$ cat src/rtl/htif_mailbox.sv
// HTIF tohost/fromhost mailbox: decodes core stores to tohost into halt, console and
// host-forwarded commands. Define HTIF_CONSOLE_EN to compile in the console byte path.
module htif_mailbox #(
  parameter int              XLEN          = 64,
  parameter logic [XLEN-1:0] TOHOST_ADDR   = 'h7F8,
  parameter logic [XLEN-1:0] FROMHOST_ADDR = 'h800
) (
  input  logic            clk_i,
  input  logic            rst_ni,
  input  logic            we_i,
  input  logic            re_i,
  input  logic [XLEN-1:0] a_i,
  input  logic [XLEN-1:0] wd_i,
  output logic [XLEN-1:0] rd_o,
  output logic            stall_o,
  output logic            cmd_valid_o,
  output logic [XLEN-1:0] cmd_data_o,
  input  logic            cmd_ready_i,
  input  logic            fh_valid_i,
  input  logic [XLEN-1:0] fh_data_i,
  output logic            halt_o,
  output logic            pass_o,
  output logic            fail_o,
  output logic [XLEN-2:0] exit_code_o,
  output logic            char_valid_o,
  output logic [7:0]      char_o
);

  typedef enum logic [2:0] {IDLE, DECODE, FWD, CONS, HALT} state_t;

  state_t          state_q, state_d;
  logic [XLEN-1:0] tohost_q, fromhost_q;
  logic            tohost_load, tohost_clear, halt_enter;

  logic sel_to, sel_fh, to_store;
  logic [7:0] dev;

  assign sel_to   = (a_i == TOHOST_ADDR);
  assign sel_fh   = (a_i == FROMHOST_ADDR);
  assign to_store = we_i && sel_to;
  assign dev      = tohost_q[XLEN-1 -: 8];

`ifdef HTIF_CONSOLE_EN
  logic [7:0] cmd;
  assign cmd = tohost_q[XLEN-9 -: 8];
`endif

  // NOTE: every always_comb output gets a default first so no path can infer a latch.
  always_comb begin
    state_d      = state_q;
    tohost_load  = 1'b0;
    tohost_clear = 1'b0;
    halt_enter   = 1'b0;
    stall_o      = 1'b0;
    cmd_valid_o  = 1'b0;
    cmd_data_o   = '0;
    char_valid_o = 1'b0;
    char_o       = '0;
    unique case (state_q)
      IDLE: begin
        if (to_store) begin
          tohost_load = 1'b1;
          if (wd_i != '0) state_d = DECODE;
        end
      end
      DECODE: begin
        stall_o = to_store;
        if (dev == 8'd0 && tohost_q[0]) begin
          state_d    = HALT;
          halt_enter = 1'b1;
        end
`ifdef HTIF_CONSOLE_EN
        else if (dev == 8'd1 && cmd == 8'd1) state_d = CONS;
`endif
        else state_d = FWD;
      end
      FWD: begin
        stall_o     = to_store;
        cmd_valid_o = 1'b1;
        cmd_data_o  = tohost_q;
        if (cmd_ready_i) begin
          tohost_clear = 1'b1;
          state_d      = IDLE;
        end
      end
      CONS: begin
        stall_o = to_store;
`ifdef HTIF_CONSOLE_EN
        char_valid_o = 1'b1;
        char_o       = tohost_q[7:0];
`endif
        tohost_clear = 1'b1;
        state_d      = IDLE;
      end
      HALT: ;  // terminal: stores are silently dropped, no stall
      default: state_d = IDLE;
    endcase
  end

  // NOTE: sequential state is updated with non-blocking assignments only.
  always_ff @(posedge clk_i or negedge rst_ni) begin
    if (!rst_ni) state_q <= IDLE;
    else         state_q <= state_d;
  end

  always_ff @(posedge clk_i or negedge rst_ni) begin
    if (!rst_ni) begin
      tohost_q <= '0;
    end else if (tohost_load) begin
      tohost_q <= wd_i;
    end else if (tohost_clear) begin
      tohost_q <= '0;
    end
  end

  // Host write has priority over a same-cycle core store.
  always_ff @(posedge clk_i or negedge rst_ni) begin
    if (!rst_ni) begin
      fromhost_q <= '0;
    end else if (fh_valid_i) begin
      fromhost_q <= fh_data_i;
    end else if (we_i && sel_fh) begin
      fromhost_q <= wd_i;
    end
  end

  always_ff @(posedge clk_i or negedge rst_ni) begin
    if (!rst_ni) begin
      halt_o      <= 1'b0;
      pass_o      <= 1'b0;
      fail_o      <= 1'b0;
      exit_code_o <= '0;
    end else if (halt_enter) begin
      halt_o      <= 1'b1;
      exit_code_o <= tohost_q[XLEN-1:1];
      pass_o      <= (tohost_q[XLEN-1:1] == '0);
      fail_o      <= (tohost_q[XLEN-1:1] != '0);
    end
  end

  always_comb begin
    rd_o = '0;
    if (re_i) begin
      if (sel_to)      rd_o = tohost_q;
      else if (sel_fh) rd_o = fromhost_q;
    end
  end

endmodule

$ cat config.mk
export PLATFORM = sky130hd
export DESIGN_NAME = htif_mailbox
export DESIGN_NICKNAME = d
export VERILOG_FILES = /design/src/rtl/htif_mailbox.sv
export SDC_FILE = /design/constraint.sdc
export NUM_CORES = 1
export LEC_CHECK = 0
export CAP_MARGIN = 20
export CORE_MARGIN = 2
export CORE_UTILIZATION = 42
export CTS_BUF_LIST = sky130_fd_sc_hd__clkbuf_8
export CTS_CLUSTER_DIAMETER = 120
export DETAILED_ROUTE_END_ITERATION = 8
export PLACE_DENSITY = 0.79
export RECOVER_POWER = 25
export SYNTH_ARGS = -nofsm -noshare
export SYNTH_HDL_FRONTEND = slang
export SYNTH_SLANG_ARGS = --single-unit
$ cat constraint.sdc
create_clock -name clk_i -period 2.1 [get_ports clk_i]
set_clock_uncertainty 0.05 [all_clocks]
set_input_delay 0.21 -clock clk_i [delete_from_list [all_inputs] [get_ports clk_i]]
set_output_delay 0.21 -clock clk_i [all_outputs]
set_load 0.1 [all_outputs]
# After elaboration in Yosys (flattened, before gate mapping)
# Index checks and enable logic that the tools add are counted.
# op_classes
bitwise	1
reduce_logical	12
n_eq_ne	9
n_mux	21
# ops
operator	count
64-bit two-way mux	8
64-bit by 11-bit equality test with 1-bit output (second input constant)	1
64-bit by 12-bit equality test with 1-bit output (second input constant)	1
64-bit nonzero test	1
63-bit logical NOT	1
63-bit nonzero test	1
3-bit two-way mux	4
3-bit one-hot mux with 4 select lines	1
8-bit logical NOT	1
1-bit two-way mux	7
3-bit by 2-bit equality test with 1-bit output (second input constant)	2
2-bit inequality test (second input constant)	3
4-bit AND reduction	1
2-bit nonzero test	2
3-bit by 1-bit equality test with 1-bit output (second input constant)	1
3-bit equality test (second input constant)	1
1-bit logical AND	3
3-bit logical NOT	1
3-bit OR reduction	1
1-bit one-hot mux with 2 select lines	1
1-bit NOT	1
# totals
regBits	197
in_bits	198
out_inout_bits	205
wordCells	50

# Logic depth before layout (Yosys ltp)
# Gate-level depths: netlist (run 1).
# logic_depth
depth_word	5
mapped_depth	8
depth_no_buf	5

# Worst setup path after synthesis (run 1)
# OpenSTA, ideal clock, no wires.
# synth_path
path_kind	input to output
startpoint	in a_i[24]
endpoint	out rd_o[24]
required_ns	1.840
n_path_buf	2
t_arrival_ns	3.702
setup_slack_ns	-1.862
cell_stages	7
cell_sequence	nor4_1 -> nand4_1 -> nor4_2 -> buf_2 -> buf_2 -> nand3_1 -> a21boi_0
# synth_between
elab_chain_len	4
elab_cells_between_ends	5
cone_classes	eq/ne: 2; mux: 3
# synth_rtl
item	line_no	text
from (decl)	12	input logic [XLEN-1:0] a_i,
64-bit by 12-bit equality test with 1-bit output	39	assign sel_fh = (a_i == FROMHOST_ADDR);
64-bit two-way mux	145	else if (sel_fh) rd_o = fromhost_q;
64-bit two-way mux (*)	144	if (sel_to) rd_o = tohost_q;
64-bit two-way mux (*)	143	if (re_i) begin
to (decl)	14	output logic [XLEN-1:0] rd_o,
# Every way passes the cells marked *; elsewhere a longest branch is shown, timed or not.

# Worst setup path in the final report (run 1)
# layout_path
startpoint	in a_i[44]
endpoint	out rd_o[12]
# The elaborated chain is that of the path after synthesis.

==> impl_metrics.csv, run 1 <==
group,metric,value,unit
outcome,status,"finished with violations",
global_route,grt_overflow,0,
timing,setup_violations,255,
setup_path,crit_required,1840,ps
global_route,grt_start_max_net_pins,65,
synth,avgSynthCellArea,9.30,um^2
final_layout,instances_no_fill,2025,
floorplanning,die_area,0.0274,mm^2
global_route,grt_pass1_vias,12968,
pwr,static-leakage-power,9.36,nW
synth,synth_area,0.0110,mm^2
final_layout,areaGrowthSynthToFinish,96.7,%
placement,gp_congestion,0.898,
synth,ys.flop_type,"dfrtp_1",
final_layout,post-route-util,83.6,%
clocking,htreeDepth,4,
routing,wl,62000,um
pwr,power_density,369,mW/mm^2
synth,syn-instance-count,1180,
floorplanning,rows,59,
final_layout,nNetsFinal,1865,
timing,fmax,392,MHz
placement,dp.cells,1875,
clocking,numCtsBuffers,17,
placement,place_ws,-689,ps
setup_path,path_cells,"clkbuf_2 -> nor4_4 -> nand4_1 -> nor4_4 -> buf_6 -> buf_12 -> buf_12 -> buf_12 -> buf_16 -> nand3_4 -> a21boi_4 -> buf_12",
setup_path,max_stage_delay,320,ps
clocking,clockBufferDepth,2,
synth,synthArstFlopShare,100,%
placement,dp_hpwl,32600,um
setup_path,crit_path_start_kind,"primary input",
pwr,ir_drop,0.368,mV
synth,synth-edff-count,0,
setup_path,endpoint_kind,"output pin",
timing,finalCriticalPeriod,2550,ps
routing,ant_nets,0,
floorplanning,ioPinCount,403,
synth,synth_seq_cells,197,
global_route,grt_pass1_wl,79700,um
timing,rsz0062_at_grt,"yes",
run,maxCapViolCount,1,
synth,seq_area_frac_synth,44.9,%
floorplanning,initial_core_util,42.5,%
timing,hold_viol,0,
floorplanning,die_h,166,um
setup_path,slowest_stage,"nor4_4",
timing,slew_viol_final,56,
final_layout,drive_above_1_share,47.4,%
final_layout,fillers,1259,
synth,ys_types,30,
setup_path,worstSetupPathType,"primary input to output pin",
routing,wl_per_cell,30.6,um
routing,vias,13417,
routing,initialDrtViolationCount,1988,
min_path,hold_class,"primary input to register",
floorplanning,core-area,0.0258,mm^2
pwr,fin_total_pwr,7.97,mW
clocking,cts_tree,"built",
global_route,antenna_found_initial,8,
routing,viasPerCell,6.63,
clocking,cts.sinks,197,
clocking,path_clk_slew,140,ps
routing,firstDrtPassIters,6,
timing,tightest_slew,1690,ps
setup_path,path_max_fanout,7,
floorplanning,die_width,166,um
timing,setup_ws,-449,ps
clocking,cts-root-buf,"clkbuf_8",
setup_path,crit_path_frequent_cell,"buf_12",
synth,yosysWarningCount,0,
timing,slew_headroom,-13.0,%
global_route,globalRouteTotalUtil,37.6,%
setup_path,cp.arrival,2290,ps
placement,port_buffers,393,
timing,hold_ws,207,ps
clocking,insertion_delay,520,ps
outcome,violations,"max-capacitance violations, max-slew violations, negative setup slack",
routing,drc,0,
timing,fin_crit_sh,121,%
## state kept, by name (all words and copies together) (netlist names)
name         flops
fromhost_q      64
tohost_q        64
exit_code_o     63
state_q          3
fail_o           1
halt_o           1
pass_o           1
## logic make-up (layout without fill, tap and decap cells)
| kind of cell | count (synthesis) | after routing | synth area share [%] |
|---|---|---|---|
| AOI/OAI and AO/OA | 258 | 258 | 15.4 |
| buffers and inverters | 187 | 678 | 7.19 |
| muxes | 119 | 119 | 11.7 |
| and+or+nand+nor | 418 | 419 | 20.7 |
| other | 1 | 19 | 0.0342 |
| DFF | 197 | 197 | 44.9 |
## cell usage after synthesis, types with 4 or more instances
cell type,instances,area share (%)
a21boi_0,65,4.4
a21oi_1,65,3.0
a41oi_1,64,5.1
and2_1,72,4.1
buf_1,4,0.14
buf_2,31,1.4
buf_4,9,0.62
clkbuf_1,75,2.6
dfrtp_1,197,45
inv_1,66,2.3
mux2_2,48,4.9
mux2_4,7,0.96
mux2i_1,64,5.8
nand2_1,72,2.5
nand2b_1,5,0.28
nand3_1,131,6.0
nand4_1,12,0.68
nor2b_1,64,3.6
nor3_1,5,0.23
nor4_1,48,2.7
o21ai_0,64,2.9
## metrics by stage
| step | area, um^2 | setup TNS (ps) |
|---|---|---|
| 3_3_place_gp | 17800 | -109390 |
| 6_report | 21600 | -40610 |
| 4_1_cts | 20100 | -28580 |
| 2_1_floorplan | 11900 | -17180 |
| 5_1_grt | 21600 | -54990 |
| 3_5_place_dp | 17800 | -112730 |
## worst paths after layout
kind                       cells after the start           from  slack [ps]             end
max reg2reg                                    5   tohost_q[38]        -290          fail_o
max                                           12        a_i[44]        -450        rd_o[12]
min                                            3  fh_data_i[30]         210  fromhost_q[30]
max in group asynchronous                      3         rst_ni         220    tohost_q[30]
min in group asynchronous                      2         rst_ni         620  exit_code_o[6]
min reg2reg                                    1         halt_o         440          halt_o
## final cells by class
| class | instances | area [um^2] | area share (%) |
|---|---|---|---|
| clock buffers | 17 | 234 | 1.08 |
| multi-input cells | 805 | 7630 | 35.3 |
| inverters | 66 | 248 | 1.15 |
| flip-flops and latches | 197 | 4930 | 22.9 |
| clock inverters | 15 | 210 | 0.974 |
| well taps | 335 | 419 | 1.94 |
| repair buffers | 580 | 7890 | 36.6 |
| diodes | 10 | 25.0 | 0.116 |
## placed cells by master (no fill, tap or decap), types with 45 or more instances in the layout
cell	synthesis	routed
a21boi_4	0	64
a21oi_1	65	63
a41oi_1	64	61
and2_4	0	69
buf_12	0	172
buf_4	9	138
clkdlybuf4s50_1	0	134
dfrtp_1	197	194
inv_1	66	67
mux2_2	48	45
mux2i_1	64	61
nand2_1	72	69
nand3_4	0	79
nor2b_1	64	64
o21ai_0	64	55
## report_power, final
part	leakage [nW]	total (mW)	switching [mW]	internal, mW
Sequential	2.57	4.01	0.109	3.90
Clock	0.227	2.88	1.64	1.24
Combinational	6.56	1.08	0.572	0.507
## timing repair
item / in CTS / in global routing
setup buffers: 43 / 19
endpoints found under the setup margin: 289 / 276
cloned: 26 / 25
pin swaps: 69 / 87
endpoints found under the hold margin: 52 / 0
resized for setup: 340 / 203
hold buffers: 1 / 0
## worst max-delay path: cells and delay by family
family | cells | cell delay, ps
compound gates | 1 | 220
simple gates | 4 | 880
buf+inv | 7 | 960
## per-layer routing
metal	track usage (%)	vias to the layer above	routed length [um]
met5	0	-	0
met4	22.0	0	5470
met3	7.98	421	6930
met2	61.8	1281	28800
met1	45.8	6514	20900
li1	-	5201	-
Note: power is estimated with default switching activity, not from simulation.
==> run 2: changes to the inputs <==
--- a/config.mk
+++ b/config.mk
@@ -10,6 +10,7 @@
 export CORE_UTILIZATION = 42
 export CTS_BUF_LIST = sky130_fd_sc_hd__clkbuf_8
 export CTS_CLUSTER_DIAMETER = 120
+export CTS_CLUSTER_SIZE = 8
 export DETAILED_ROUTE_END_ITERATION = 8
 export PLACE_DENSITY = 0.79
 export RECOVER_POWER = 25
==> results of run 2 <==
No change in the layout: final DEF, timing and power equal those of run 1.
